[src/rtl/pick_place_sequencer_if.sv]
// Bundle of signals between the pick/place sequencer, the action decoder,
// the path planner and the gripper. The master modport is the sequencer side;
// the slave modport is the surrounding system that drives it.
interface pick_place_sequencer_if #(
    parameter int NODE_W = 5
) ();
    logic              action_valid;
    logic [NODE_W-1:0] pick_node;
    logic [NODE_W-1:0] place_node;
    logic [NODE_W-1:0] current_node;
    logic              nav_done;
    logic              grip_done;
    logic [NODE_W-1:0] nav_target;
    logic              nav_start;
    logic              grip_cmd;
    logic              grip_start;
    logic              task_complete;
    logic              busy;
    logic              reject;
    logic              error;
    logic [7:0]        done_count;

    modport master (
        input  action_valid, pick_node, place_node, current_node, nav_done, grip_done,
        output nav_target, nav_start, grip_cmd, grip_start, task_complete, busy,
               reject, error, done_count
    );

    modport slave (
        output action_valid, pick_node, place_node, current_node, nav_done, grip_done,
        input  nav_target, nav_start, grip_cmd, grip_start, task_complete, busy,
               reject, error, done_count
    );
endinterface

[src/rtl/pick_place_sequencer.sv]
// Pick-and-place sequencer: latches one decoded action, drives the bot to the
// pick node, closes the gripper, drives to the place node, opens the gripper
// and reports completion. Invalid (zero) nodes are rejected without motion.
// Optional feature macro SEQ_WATCHDOG_EN: adds a navigation watchdog that
// traps into a sticky FAULT state after TIMEOUT_CYCLES waiting cycles.
module pick_place_sequencer #(
    parameter logic [23:0] TIMEOUT_CYCLES = 24'd10_000_000,
    parameter int          NODE_W         = 5
) (
    input  logic                   clk,
    input  logic                   rst_n,
    pick_place_sequencer_if.master bus
);
    typedef enum logic [3:0] {
        IDLE, NAV_PICK, WAIT_PICK, GRIP_PICK, WAIT_GPICK,
        NAV_PLACE, WAIT_PLACE, GRIP_PLACE, WAIT_GPLACE,
        DONE, RELEASE, FAULT
    } state_t;

    state_t            state_reg, state_next;
    logic [NODE_W-1:0] pick_reg, place_reg;
    logic              rejected_reg;
    logic [7:0]        done_count_reg;
    logic [NODE_W-1:0] nav_target_next;
    logic              nav_start_next, grip_cmd_next, grip_start_next;
    logic              task_complete_next, reject_next;
    logic              timeout_hit;

`ifdef SEQ_WATCHDOG_EN
    logic [23:0] wd_cnt_reg;

    // Watchdog: zero outside the navigation waits, counts every waiting cycle.
    always_ff @(posedge clk or negedge rst_n) begin
        if (!rst_n) begin
            wd_cnt_reg <= '0;
        end else if (state_reg == WAIT_PICK || state_reg == WAIT_PLACE) begin
            wd_cnt_reg <= wd_cnt_reg + 24'd1;
        end else begin
            wd_cnt_reg <= '0;
        end
    end

    assign timeout_hit = (wd_cnt_reg == TIMEOUT_CYCLES - 24'd1);
    assign bus.error   = (state_reg == FAULT);
`else
    logic unused_timeout;
    assign unused_timeout = ^TIMEOUT_CYCLES;
    assign timeout_hit    = 1'b0;
    assign bus.error      = 1'b0;
`endif

    // State register.
    always_ff @(posedge clk or negedge rst_n) begin
        if (!rst_n) begin
            state_reg <= IDLE;
        end else begin
            state_reg <= state_next;
        end
    end

    // Action latch and completed-action counter.
    always_ff @(posedge clk or negedge rst_n) begin
        if (!rst_n) begin
            pick_reg       <= '0;
            place_reg      <= '0;
            rejected_reg   <= 1'b0;
            done_count_reg <= 8'd0;
        end else begin
            if (state_reg == IDLE && bus.action_valid) begin
                pick_reg     <= bus.pick_node;
                place_reg    <= bus.place_node;
                rejected_reg <= (bus.pick_node == '0) || (bus.place_node == '0);
            end
            if (state_reg == DONE && !rejected_reg) begin
                done_count_reg <= done_count_reg + 8'd1;
            end
        end
    end

    // Next-state and command outputs; every pulse lives in a one-cycle state.
    always_comb begin
        state_next         = state_reg;
        nav_target_next    = '0;
        nav_start_next     = 1'b0;
        grip_cmd_next      = 1'b0;
        grip_start_next    = 1'b0;
        task_complete_next = 1'b0;
        reject_next        = 1'b0;
        case (state_reg)
            IDLE: begin
                if (bus.action_valid) begin
                    if (bus.pick_node == '0 || bus.place_node == '0) state_next = DONE;
                    else                                               state_next = NAV_PICK;
                end
            end
            NAV_PICK: begin
                nav_target_next = pick_reg;
                if (bus.current_node == pick_reg) begin
                    state_next = GRIP_PICK;
                end else begin
                    nav_start_next = 1'b1;
                    state_next     = WAIT_PICK;
                end
            end
            WAIT_PICK: begin
                nav_target_next = pick_reg;
                if (bus.nav_done)  state_next = GRIP_PICK;
                else if (timeout_hit) state_next = FAULT;
            end
            GRIP_PICK: begin
                nav_target_next = pick_reg;
                grip_cmd_next   = 1'b1;
                grip_start_next = 1'b1;
                state_next      = WAIT_GPICK;
            end
            WAIT_GPICK: begin
                nav_target_next = pick_reg;
                grip_cmd_next   = 1'b1;
                if (bus.grip_done) state_next = NAV_PLACE;
            end
            NAV_PLACE: begin
                nav_target_next = place_reg;
                if (bus.current_node == place_reg) begin
                    state_next = GRIP_PLACE;
                end else begin
                    nav_start_next = 1'b1;
                    state_next     = WAIT_PLACE;
                end
            end
            WAIT_PLACE: begin
                nav_target_next = place_reg;
                if (bus.nav_done)  state_next = GRIP_PLACE;
                else if (timeout_hit) state_next = FAULT;
            end
            GRIP_PLACE: begin
                nav_target_next = place_reg;
                grip_start_next = 1'b1;
                state_next      = WAIT_GPLACE;
            end
            WAIT_GPLACE: begin
                nav_target_next = place_reg;
                if (bus.grip_done) state_next = DONE;
            end
            DONE: begin
                task_complete_next = 1'b1;
                reject_next        = rejected_reg;
                state_next         = RELEASE;
            end
            RELEASE: begin
                if (!bus.action_valid) state_next = IDLE;
            end
            FAULT: begin
                state_next = FAULT;
            end
            default: begin
                state_next = IDLE;
            end
        endcase
    end

    assign bus.nav_target    = nav_target_next;
    assign bus.nav_start     = nav_start_next;
    assign bus.grip_cmd      = grip_cmd_next;
    assign bus.grip_start    = grip_start_next;
    assign bus.task_complete = task_complete_next;
    assign bus.reject        = reject_next;
    assign bus.busy          = (state_reg != IDLE);
    assign bus.done_count    = done_count_reg;
endmodule

[src/flat_wrapper.sv]
// flat-port wrapper written by rule: the top's interface ports become plain ports
module pick_place_sequencer_flat 
#(
    parameter logic [23:0] TIMEOUT_CYCLES = 24'd10_000_000,
    parameter int          NODE_W         = 5
)
  (clk, rst_n, bus_action_valid, bus_pick_node, bus_place_node, bus_current_node, bus_nav_done, bus_grip_done, bus_nav_target, bus_nav_start, bus_grip_cmd, bus_grip_start, bus_task_complete, bus_busy, bus_reject, bus_error, bus_done_count);
  pick_place_sequencer_if #(.NODE_W(NODE_W)) bus_i ();
  input  logic clk;
  input  logic rst_n;
  input wire logic [$bits(bus_i.action_valid)-1:0] bus_action_valid;
  input wire logic [$bits(bus_i.pick_node)-1:0] bus_pick_node;
  input wire logic [$bits(bus_i.place_node)-1:0] bus_place_node;
  input wire logic [$bits(bus_i.current_node)-1:0] bus_current_node;
  input wire logic [$bits(bus_i.nav_done)-1:0] bus_nav_done;
  input wire logic [$bits(bus_i.grip_done)-1:0] bus_grip_done;
  output wire logic [$bits(bus_i.nav_target)-1:0] bus_nav_target;
  output wire logic [$bits(bus_i.nav_start)-1:0] bus_nav_start;
  output wire logic [$bits(bus_i.grip_cmd)-1:0] bus_grip_cmd;
  output wire logic [$bits(bus_i.grip_start)-1:0] bus_grip_start;
  output wire logic [$bits(bus_i.task_complete)-1:0] bus_task_complete;
  output wire logic [$bits(bus_i.busy)-1:0] bus_busy;
  output wire logic [$bits(bus_i.reject)-1:0] bus_reject;
  output wire logic [$bits(bus_i.error)-1:0] bus_error;
  output wire logic [$bits(bus_i.done_count)-1:0] bus_done_count;
  assign bus_i.action_valid = bus_action_valid;
  assign bus_i.pick_node = bus_pick_node;
  assign bus_i.place_node = bus_place_node;
  assign bus_i.current_node = bus_current_node;
  assign bus_i.nav_done = bus_nav_done;
  assign bus_i.grip_done = bus_grip_done;
  assign bus_nav_target = bus_i.nav_target;
  assign bus_nav_start = bus_i.nav_start;
  assign bus_grip_cmd = bus_i.grip_cmd;
  assign bus_grip_start = bus_i.grip_start;
  assign bus_task_complete = bus_i.task_complete;
  assign bus_busy = bus_i.busy;
  assign bus_reject = bus_i.reject;
  assign bus_error = bus_i.error;
  assign bus_done_count = bus_i.done_count;
  pick_place_sequencer #(.TIMEOUT_CYCLES(TIMEOUT_CYCLES), .NODE_W(NODE_W)) u_core (.clk(clk), .rst_n(rst_n), .bus(bus_i));
endmodule
[config.mk]
export PLATFORM = sky130hd
export DESIGN_NAME = pick_place_sequencer_flat
export DESIGN_NICKNAME = d
export VERILOG_FILES = /design/src/rtl/pick_place_sequencer_if.sv /design/src/rtl/pick_place_sequencer.sv /design/src/flat_wrapper.sv
export SDC_FILE = /design/constraint.sdc
export NUM_CORES = 1
export LEC_CHECK = 0
export BUFFER_PORTS_ARGS = -buffer_cell sky130_fd_sc_hd__buf_4
export CORE_UTILIZATION = 55
export DETAILED_ROUTE_END_ITERATION = 10
export GPL_TIMING_DRIVEN = 0
export PLACE_DENSITY = 0.93
export SLEW_MARGIN = 25
export SYNTH_ARGS = -nofsm -noshare
export SYNTH_HDL_FRONTEND = slang
export SYNTH_SLANG_ARGS = --single-unit
[constraint.sdc]
create_clock -name clk -period 3.8 [get_ports clk]
set_input_delay 0.19 -clock clk [delete_from_list [all_inputs] [get_ports clk]]
set_output_delay 0.19 -clock clk [all_outputs]
set_load 0.01 [all_outputs]
# == Word level (Yosys, flattened, before mapping) ==
# Cells that the tools add are included.
# word_totals
regBits,23
input_bits,20
word_cells,56
# op_classes
addsub,1
n_eq_ne,19
muxes,18
reduce_logical,13
# op_table
op,count
4-bit one-hot mux with 12 select lines,1
4-bit two-way mux,7
4-bit by 3-bit == test with 1-bit output (second input constant),4
4-bit == test (second input constant),4
2-bit != test (second input constant),6
5-bit == test,2
5-bit logical NOT,2
5-bit one-hot mux with 2 select lines,1
8-bit by 1-bit adder with 8-bit output (second input constant),1
4-bit by 2-bit == test with 1-bit output (second input constant),2
1-bit two-way mux,8
4-bit OR reduction,2
6-bit AND reduction,1
4-bit by 1-bit == test with 1-bit output (second input constant),1
4-bit logical NOT,1
4-bit nonzero test,1
2-bit OR reduction,2
1-bit logical AND,2
1-bit one-hot mux with 2 select lines,1
1-bit logical NOT,1
1-bit logical OR,1

# == Longest topological paths before layout ==
# Gate-level depths: netlist of run 1.
# depth
depth_word,5
depth_mapped,7

# == Worst setup path before layout of run 1 ==
# OpenSTA, ideal clock, no wires.
# synth_path
kind,register to register
from,register u_core.state_reg[0]
to,register u_core.pick_reg[0]
arrival_time_ns,1.496
required_ns,3.675
setup_slack_ns,2.179
stages_incl_launch_ff,8
path_buffers,3
synth_period_minus_slack_ns,1.621
cell_sequence,dfrtp_1 buf_6 or2_1 buf_6 nor3_4 nand2_2 buf_6 mux2_4
# synth_via
elab_chain_len,2
# synth_rtl
element,line_no,source
from (decl),pick_place_sequencer.sv:20,"state_t state_reg, state_next;"
from (signal assigned),pick_place_sequencer.sv:57,state_reg <= state_next;
4-bit logical NOT,pick_place_sequencer.sv:69,if (state_reg == IDLE && bus.action_valid) begin
1-bit logical AND,pick_place_sequencer.sv:69,
to (signal assigned),pick_place_sequencer.sv:70,pick_reg <= bus.pick_node;
to (decl),pick_place_sequencer.sv:21,"logic [NODE_W-1:0] pick_reg, place_reg;"
# Every way passes these cells.
# A chain may end at the register's enable or synchronous reset.

# == Worst setup path in the final report of run 1 ==
# layout_path
from,register u_core.state_reg[3]
to,output bus_nav_target[3]
# layout_via
elab_chain_len,3
# layout_rtl
element,line_no,source
"4-bit by 3-bit == test with 1-bit output, or another cell as far along",pick_place_sequencer.sv:89,case (state_reg)
4-bit OR reduction (no line),--,
5-bit one-hot mux with 2 select lines *,pick_place_sequencer.sv:89,
to (decl),flat_wrapper.sv:17,output wire logic [$bits(bus_i.nav_target)-1:0] bus_nav_target;
# Mark *: on every way between the ends. The rest lies on a longest branch, timed or not.

==> results of run 1 <==
-- cells in the mapped netlist --
library cell | number | area share [%]
mux2_4 | 10 | 10
a21oi_1 | 2 | 0.69
buf_4 | 2 | 1.0
nor4b_1 | 1 | 0.60
nand2_2 | 1 | 0.43
mux2_2 | 3 | 2.3
clkbuf_1 | 1 | 0.26
o22ai_1 | 6 | 2.6
buf_6 | 3 | 2.3
dfrtp_1 | 23 | 39
nor2_1 | 6 | 1.5
xnor2_1 | 11 | 6.6
nor3_4 | 1 | 1.1
a31o_2 | 1 | 0.60
a2bb2oi_1 | 1 | 0.60
nor3_1 | 4 | 1.4
nand2_1 | 4 | 1.0
o31a_1 | 1 | 0.60
o32ai_1 | 1 | 0.60
a221oi_1 | 1 | 0.60
nand2b_1 | 2 | 0.86
or4_1 | 2 | 1.0
inv_1 | 4 | 1.0
buf_2 | 2 | 0.69
o21ai_0 | 4 | 1.4
o2bb2ai_1 | 1 | 0.60
and2_1 | 1 | 0.43
nand4bb_1 | 1 | 0.77
ha_1 | 1 | 0.86
mux2i_1 | 5 | 3.4
nor4_1 | 3 | 1.3
conb_1 | 1 | 0.26
o221a_2 | 1 | 0.77
or2_1 | 1 | 0.43
and3_1 | 2 | 0.86
a22oi_1 | 5 | 2.6
nand3_1 | 3 | 1.0
nor2b_1 | 4 | 1.7
xor2_1 | 7 | 4.2
nand4_1 | 3 | 1.3
-- cell type report --
| cell class | instances | area share [%] |
|---|---|---|
| plain buffers | 8 | 3.44 |
| well taps | 30 | 2.06 |
| clock buffers | 4 | 1.44 |
| inverters | 4 | 0.825 |
| repair buffers | 39 | 16.2 |
| multi-input cells | 101 | 44.4 |
| flip-flops and latches | 23 | 31.6 |
-- logic make-up after synthesis --
kind of cell	share of synthesized area, %
other cells	0.257
compound gates	11.6
fa+ha+maj	0.857
simple gates	15.8
mux	16.0
flops	39.4
xor+xnor	10.8
buf+inv	5.31
-- power by group through the flow --
stage | clock network [mW] | logic (mW) | registers (mW)
floorplan | 0 | 0.541 | 0.412
global placement | 0 | 0.736 | 0.430
detailed placement | 0 | 0.763 | 0.440
CTS | 0.115 | 0.768 | 0.436
global route | 0.126 | 0.828 | 0.450
finish | 0.116 | 0.770 | 0.441
-- final timing paths --
path | from | end | slack (ns) | cells after the start
hold reg to reg | u_core.bus.done_count[7] | u_core.bus.done_count[7] | 0.49 | 1
setup / recovery | u_core.state_reg[3] | bus_nav_target[3] | 1.73 | 5
max in group asynchronous | rst_n | u_core.bus.done_count[2] | 3.29 | 2
min in group asynchronous | rst_n | u_core.state_reg[1] | 0.29 | 2
setup reg to reg | u_core.state_reg[2] | u_core.bus.done_count[6] | 2.00 | 5
hold / removal | bus_pick_node[2] | u_core.pick_reg[2] | 0.10 | 2
-- layer usage --
layer  vias up  track usage [%]  wire, um
met5         -                0         0
met4         0             11.8        51
met3         8             4.60       168
met2        40             43.1      1810
met1       612             33.9      1480
li1        584                -         -
-- repair_timing --
item                                    4_1_cts  5_1_grt
hold buffers                                  1        0
endpoints found under the hold margin        23        0
endpoints found under the setup margin        0        0
-- metrics by stage --
| stage | util, % | hold slack, ns |
|---|---|---|
| 6_report | 72.8 | 0.101 |
| 3_5_place_dp | 71.3 | 0.101 |
| 4_1_cts | 72.8 | 0.102 |
| 3_3_place_gp | 71.3 | 0.0947 |
| 2_1_floorplan | - | -0.106 |
| 5_1_grt | 72.8 | 0.0880 |
==> results.py, run 1 <==
metrics = {
    "global_routing": {
        "gr-usage-all-layers_pct": 26.4,
        "grt_pass1_vias": 1151,
        "antenna_found_initial": 0,
        "grt_max_degree": 24,
        "grt_overflow_total": 0,
        "grt_pass1_wl_um": 5260,
    },
    "power_and_ir_drop": {
        "combPwrFrac_pct": 58.0,
        "power_mw": 1.33,
        "seqPwrFrac_pct": 33.2,
        "internal_power_mw": 0.789,
        "p_switching_mw": 0.538,
        "power.density_nw_per_um2": 730,
        "pwr-share-clk_pct": 8.8,
        "ir_worst_vdd_v": 0.000599,
        "power.leakage_nw": 0.867,
        "switching_share_pct": 40.5,
    },
    "yosys": {
        "syn-num-nets": 157,
        "avgSynthCellArea_um2": 10.7,
        "ys_ff_latch": 23,
        "yosysWarnings": 0,
        "yosysUniqueCellTypes": 40,
        "synthCells": 136,
        "yosysSeqAreaShare_pct": 39.4,
        "syn-cell-area_um2": 1460,
    },
    "final_layout": {
        "drive_above_1_share_pct": 36.3,
        "area_growth_pct": 24.6,
        "fin_cells": 209,
        "fillerInstances": 180,
        "diodes": 0,
        "register_area_um2": 576,
        "largest_register_ffs": 8,
        "stdcell_area_um2": 1820,
        "multi_input_area_um2": 807,
        "final_common_cell": "buf_4",
        "fin_nets": 201,
        "layout_common_cells": "buf_4, dfrtp_1, xnor2_1, mux2_4, xor2_1",
    },
    "die": {
        "die_y_um": 53.5,
        "die_w_um": 53.5,
        "core-area_um2": 2500,
        "die_area_um2": 2860,
        "initial_core_util_pct": 58.4,
        "rows": 18,
        "num_io_pins": 40,
    },
    "sta": {
        "report.final.setup_viol": 0,
        "fin_setup_tns_ns": 0,
        "hold_viol_final": 0,
        "worst_slew_pin_slew_ns": 0.540,
        "timing.final.crit_share_pct": 54.4,
        "skew_ns": 0.00409,
        "slew_headroom_pct": 63.5,
        "fin_ws_ns": 1.73,
        "rsz0062_at_grt": "false",
        "slew_violations": 0,
        "max_freq_mhz": 483,
        "min_period_ns": 2.07,
    },
    "place": {
        "dpl_cell_area_um2": 1780,
        "port_buffers": 38,
        "placed_cells": 204,
        "dpl.hpwl_um": 2630,
        "place_congestion": 0.845,
        "dpl_worst_slack_ns": 2.02,
    },
    "clock_network": {
        "clkLatencyLatePin_ns": 0.31,
        "cts_tree": "done",
        "clk_path_buf_depth": 2,
        "post_cts_buffers": 0,
        "numCtsBuffers": 3,
        "clock_sinks": 23,
        "cts_htree_levels": 1,
        "clk_pin_slew_worst_paths_ns": 0.13,
        "clockRootBuffer": "clkbuf_4",
        "cts-resized-gates": 0,
    },
    "worst_hold_path": {
        "worstHoldPathType": "input port to flip-flop",
    },
    "route": {
        "drt_first_pass_iters": 4,
        "drc": 0,
        "routed-via-count": 1244,
        "dr.first_iter.drc_count": 26,
        "routed_wl_um": 3500,
        "postRouteAntennaNets": 0,
        "viasPerCell": 5.95,
        "wl_per_cell_um": 16.8,
    },
    "worst_setup_path": {
        "slowest_stage": "dfrtp_1",
        "critPathKind": "flip-flop to primary output",
        "critical-path-top-delay-family": "flip-flops",
        "cp.required_ns": 3.61,
        "path_cells": "buf_2 > nor2b_1 > a22oi_1 > o22ai_1 > buf_4",
        "path_buf_inv": 2,
        "slowest_delay_ns": 0.49,
        "worstPathArrival_ns": 1.88,
        "worstSetupEndpointType": "primary output",
        "crit_fanout": 10,
        "crit_path_start_kind": "flip-flop",
    },
    "job": {
        "maxCapViolCount": 0,
    },
    "status": {
        "status": "finished, final reports clean",
    },
}
No activity file was read; power rests on OpenSTA's default activity.
==> run 2: changes to the inputs <==
- ABC_AREA: unset -> 1
- CORE_UTILIZATION: 55 -> 46
- PLACE_DENSITY: 0.93 -> 0.85
- clock period: 3.8 -> 1.65 ns (I/O delays scaled with it)
==> results.py, run 2 <==
metrics = {
    "yosys": {
        "syn-cell-area_um2": 1390,
        "synth_area_leaders": "dfrtp_1, nand2_1, inv_1",
        "synth-edff-count": 0,
        "synth_top_area_cell": "dfrtp_1",
        "yosysSeqAreaShare_pct": 41.3,
        "async_flop_share_pct": 100,
        "ys_dominant_reg_cell": "dfrtp_1",
        "synth_common_cells": "nand2_1, inv_1, nor2_1",
        "yosysMostFrequentCell": "nand2_1",
        "yosysUniqueCellTypes": 27,
        "ys_ff_latch": 23,
        "synthCells": 189,
        "avgSynthCellArea_um2": 7.37,
        "yosysWarnings": 0,
        "syn-num-nets": 210,
        "yosys.area.top_type_share_pct": 41.3,
    },
    "final_layout": {
        "largest_register_ffs": 8,
        "diodes": 0,
        "drive_above_1_share_pct": 37.5,
        "layout_common_cells": "buf_4, nand2_1, inv_1, dfrtp_1, nor2_1",
        "final_common_cell": "buf_4",
        "fin_cells": 271,
        "fin_nets": 262,
        "area_growth_pct": 38.8,
    },
    "global_routing": {
        "gr-usage-all-layers_pct": 21.0,
        "grt_pass1_vias": 1290,
        "grt_overflow_total": 0,
        "grt_max_degree": 24,
        "antenna_found_initial": 0,
        "grt_pass1_wl_um": 5310,
    },
    "clock_network": {
        "clock_sinks": 23,
        "clockRootBuffer": "clkbuf_4",
        "clk_path_buf_depth": 2,
        "clkLatencyLatePin_ns": 0.31,
        "clk_pin_slew_worst_paths_ns": 0.12,
        "cts_htree_levels": 1,
        "numCtsBuffers": 3,
        "cts_tree": "done",
    },
    "route": {
        "routed-via-count": 1361,
        "wl_per_cell_um": 11.9,
        "dr.first_iter.drc_count": 46,
        "drc": 6,
        "viasPerCell": 5.02,
        "routed_wl_um": 3210,
        "drt_first_pass_iters": 7,
        "postRouteAntennaNets": 0,
    },
    "die": {
        "die_w_um": 57.0,
        "rows": 19,
        "die_area_um2": 3250,
        "die_y_um": 57.0,
        "initial_core_util_pct": 49.6,
        "num_io_pins": 40,
        "core-area_um2": 2810,
    },
    "place": {
        "placed_cells": 258,
        "dpl.hpwl_um": 2270,
        "place_congestion": 0.853,
        "dpl_worst_slack_ns": 0.0926,
        "port_buffers": 38,
    },
    "power_and_ir_drop": {
        "ir_worst_vdd_v": 0.000815,
        "power.leakage_nw": 1.02,
        "power.density_nw_per_um2": 1650,
    },
    "sta": {
        "timing.final.crit_share_pct": 102,
        "fin_ws_ns": -0.0271,
        "slew_violations": 0,
        "rsz0062_at_grt": "true",
        "skew_ns": 0.00173,
        "report.final.setup_viol": 3,
        "max_freq_mhz": 596,
        "whs_ns": 0.00857,
        "hold_viol_final": 0,
        "min_period_ns": 1.68,
    },
    "worst_hold_path": {
        "worstHoldPathType": "input port to flip-flop",
    },
    "job": {
        "maxCapViolCount": 0,
    },
    "worst_setup_path": {
        "worstSetupEndpointType": "primary output",
        "worstPathArrival_ns": 1.59,
        "crit_fanout": 4,
        "cp.required_ns": 1.57,
        "crit_path_start_kind": "flip-flop",
        "critPathKind": "flip-flop to primary output",
    },
    "status": {
        "violations": "DRC, setup timing",
        "status": "finished, violations left",
    },
}
==> run 2: changes by cell type after synthesis, sizes merged, moves of 11 or more <==
| cell | before | now |
|---|---|---|
| mux2 | 13 | 2 |
| nand2 | 5 | 48 |
| inv | 4 | 29 |
| nor2 | 6 | 31 |
| o21ai | 4 | 17 |
==> run 2: final cells by class <==
| type | instances | area [um2] |
|---|---|---|
| tap | 31 | 38.8 |
| fill | 238 | 872 |
| sequential | 23 | 579 |
| clock buffer | 4 | 26.3 |
| inverter | 29 | 116 |
| timing repair buffer | 48 | 363 |
| buffer | 3 | 17.5 |
| multi-input combinational | 133 | 792 |
==> run 2: through the flow <==
stage	util (%)	cell area [um2]	total power [mW]	TNS (ns)
4_1_cts	66.9	1880	3.02	0
2_1_floorplan	-	1390	1.89	0
5_1_grt	68.9	1930	3.44	-0.353
6_report	68.9	1930	3.20	-0.0429
3_3_place_gp	61.2	1720	2.41	0
3_5_place_dp	61.2	1720	2.44	0
==> run 2: path summary, 6_finish.rpt <==
check                                          from                       end  slack (ns)  cells past startpoint
max in group asynchronous                     rst_n       u_core.state_reg[1]        1.19                      2
setup / recovery                u_core.state_reg[2]         bus_nav_target[3]       -0.03                      7
setup reg to reg                u_core.state_reg[2]  u_core.bus.done_count[7]        0.10                      9
hold reg to reg            u_core.bus.done_count[6]  u_core.bus.done_count[6]        0.50                      1
hold / removal                    bus_place_node[0]       u_core.place_reg[0]       0.009                      2
min in group asynchronous                     rst_n       u_core.place_reg[3]        0.23                      2
==> run 2: report_power, final <==
| group | internal, mW | total (mW) | switching [mW] |
|---|---|---|---|
| sequential | 0.767 | 0.979 | 0.211 |
| clock | 0.0944 | 0.260 | 0.165 |
| combinational | 0.892 | 1.96 | 1.07 |
| total | 1.75 | 3.20 | 1.44 |
==> run 2: kinds of logic (layout without fill, tap and decap cells) <==
| kind of cell | Yosys count | count (layout) | share of synthesized area, % |
|---|---|---|---|
| flip-flops | 23 | 23 | 41.3 |
| multiplexers | 2 | 2 | 1.62 |
| XOR/XNOR | 10 | 10 | 6.29 |
| adder cells (fa/ha/maj) | 1 | 1 | 0.898 |
| buffers and inverters | 33 | 84 | 9.43 |
| other | 1 | 1 | 0.269 |
| AO/OA/AOI/OAI | 26 | 26 | 10.2 |
| AND/OR/NAND/NOR | 93 | 93 | 30.0 |
==> run 2: repair_timing <==
action,in CTS,in global routing
resized for setup,26,15
setup endpoints to repair,5,6
hold buffers,1,0
endpoints found under the hold margin,23,0
buffers inserted,6,3
pin swaps,5,7
==> run 2: layer usage <==
layer / vias up / GRT usage (%) / wire length [um]
met5: - / 0 / 0
met1: 633 / 26.4 / 1410
met4: 0 / 9.06 / 64
met3: 6 / 2.72 / 117
li1: 695 / - / -
met2: 27 / 36.5 / 1620
==> run 2: critical path, stage by stage, from the launching register on <==
cell and delay (ns):
dfrtp_1 0.44, inv_2 0.09, nor2_4 0.12, inv_4 0.06
o21ai_4 0.20, nor2_4 0.07, o22ai_1 0.16, buf_4 0.14
==> run 3: changes to the inputs <==
- CORE_UTILIZATION: 46 -> 30
- CTS_BUF_LIST: unset -> sky130_fd_sc_hd__clkbuf_8 sky130_fd_sc_hd__clkbuf_16
- PLACE_DENSITY: 0.85 -> 0.63
==> results.py, run 3 (synthesized netlist as in run 2, its figures left out) <==
metrics = {
    "place": {
        "place_congestion": 0.811,
        "dpl_worst_slack_ns": 0.0852,
        "port_buffers": 38,
        "dpl.hpwl_um": 2470,
    },
    "worst_setup_path": {
        "cp.required_ns": 1.57,
        "crit_fanout": 5,
        "worstPathArrival_ns": 1.57,
        "cp_common_cell": "nor2_4",
        "worstSetupEndpointType": "primary output",
        "path_cells": "nor2_4 > inv_2 > o21ai_4 > nor2_4 > o22ai_2 > buf_4",
        "slowest_stage": "dfrtp_2",
        "slowest_delay_ns": 0.48,
        "crit_path_start_kind": "flip-flop",
        "critPathKind": "flip-flop to primary output",
        "path_buf_inv": 2,
        "critical-path-top-delay-family": "flip-flops",
    },
    "route": {
        "wl_per_cell_um": 11.7,
        "drt_first_pass_iters": 4,
        "viasPerCell": 4.56,
        "routed-via-count": 1332,
        "postRouteAntennaNets": 0,
        "dr.first_iter.drc_count": 65,
        "drc": 0,
        "routed_wl_um": 3420,
    },
    "clock_network": {
        "cts_htree_levels": 1,
        "cts_tree": "done",
        "clk_pin_slew_worst_paths_ns": 0.09,
        "clockRootBuffer": "clkbuf_8",
        "numCtsBuffers": 3,
        "clk_path_buf_depth": 2,
        "clock_sinks": 23,
        "clkLatencyLatePin_ns": 0.26,
    },
    "global_routing": {
        "use_met2_pct": 24.0,
        "busiest_layer": "met2",
        "grt_max_degree": 24,
        "gr-usage-all-layers_pct": 14.3,
        "antenna_found_initial": 0,
        "grt_pass1_wl_um": 5600,
        "grt_util_met3_pct": 2.31,
        "use_met1_pct": 18.5,
        "grt_overflow_total": 0,
        "grt_pass1_vias": 1317,
    },
    "die": {
        "die_area_um2": 4920,
        "die_y_um": 70.1,
        "die_w_um": 70.1,
        "core-area_um2": 4410,
        "num_io_pins": 40,
        "initial_core_util_pct": 31.5,
        "rows": 24,
    },
    "sta": {
        "max_freq_mhz": 605,
        "slew_violations": 0,
        "fin_ws_ns": -0.00425,
        "report.final.setup_viol": 1,
        "rsz0062_at_grt": "true",
        "skew_ns": 0.00498,
        "min_period_ns": 1.65,
        "hold_viol_final": 0,
        "whs_ns": 0.0679,
        "timing.final.crit_share_pct": 100,
    },
    "final_layout": {
        "area_growth_pct": 40.8,
        "drive_above_1_share_pct": 35.4,
        "largest_register_ffs": 8,
        "final_common_cell": "buf_4",
        "diodes": 0,
        "layout_common_cells": "buf_4, nand2_1, inv_1, nor2_1, dfrtp_1",
        "fin_nets": 262,
    },
    "job": {
        "maxCapViolCount": 0,
    },
    "power_and_ir_drop": {
        "power.leakage_nw": 1.03,
        "power_mw": 3.23,
        "ir_worst_vdd_v": 0.000439,
        "power.density_nw_per_um2": 1650,
    },
    "worst_hold_path": {
        "worstHoldPathType": "input port to flip-flop",
    },
    "status": {
        "violations": "setup timing",
        "status": "finished, violations left",
    },
}
## run 3: stage by stage
stage | utilization [%] | setup TNS [ns] | cell area, um2 | cells
floorplan | - | 0 | 1390 | 189
global placement | 39.5 | 0 | 1740 | 279
detailed placement | 39.5 | 0 | 1740 | 279
CTS | 42.5 | 0 | 1870 | 289
global route | 44.4 | -0.257 | 1960 | 292
finish | 44.4 | -0.00425 | 1960 | 292
## run 3: where the power goes
group	switching (mW)	total, mW	internal [mW]
Clock	0.186	0.352	0.166
Sequential	0.203	0.971	0.769
Combinational	1.03	1.91	0.873
Total	1.42	3.23	1.81
## run 3: area by class of cell
class	instances	area, um2
Fill cell	459	2450
Multi-Input combinational cell	133	776
Sequential cell	23	579
Timing Repair Buffer	48	367
Inverter	29	111
Tap cell	52	65.1
Clock buffer	3	41.3
Buffer	3	17.5
Clock inverter	1	3.75
## run 3: repair_timing
| item | CTS | global route |
|---|---|---|
| resized for setup | 15 | 18 |
| endpoints found under the setup margin | 5 | 5 |
| hold buffers | 1 | 0 |
| pin swaps | 4 | 9 |
| hold endpoints to repair | 23 | 0 |
| gates cloned | 0 | 0 |
| setup buffers | 6 | 3 |
## run 3: final timing paths
check                                     from                        to  slack, ns  cells past startpoint
setup / recovery           u_core.state_reg[3]         bus_nav_target[1]     -0.004                      6
hold / removal               bus_place_node[0]       u_core.place_reg[0]       0.07                      2
setup reg to reg           u_core.state_reg[0]  u_core.bus.done_count[7]       0.20                      8
hold reg to reg            u_core.rejected_reg       u_core.rejected_reg       0.50                      2
max in group asynchronous                rst_n       u_core.state_reg[1]       1.15                      2
min in group asynchronous                rst_n       u_core.state_reg[2]       0.24                      2
## run 3: layer usage
| layer | wire length, um | part of all wire (%) |
|---|---|---|
| met3 | 107 | 3.1 |
| met5 | 0 | 0 |
| met2 | 1720 | 50 |
| met4 | 36 | 1.1 |
| met1 | 1560 | 45 |
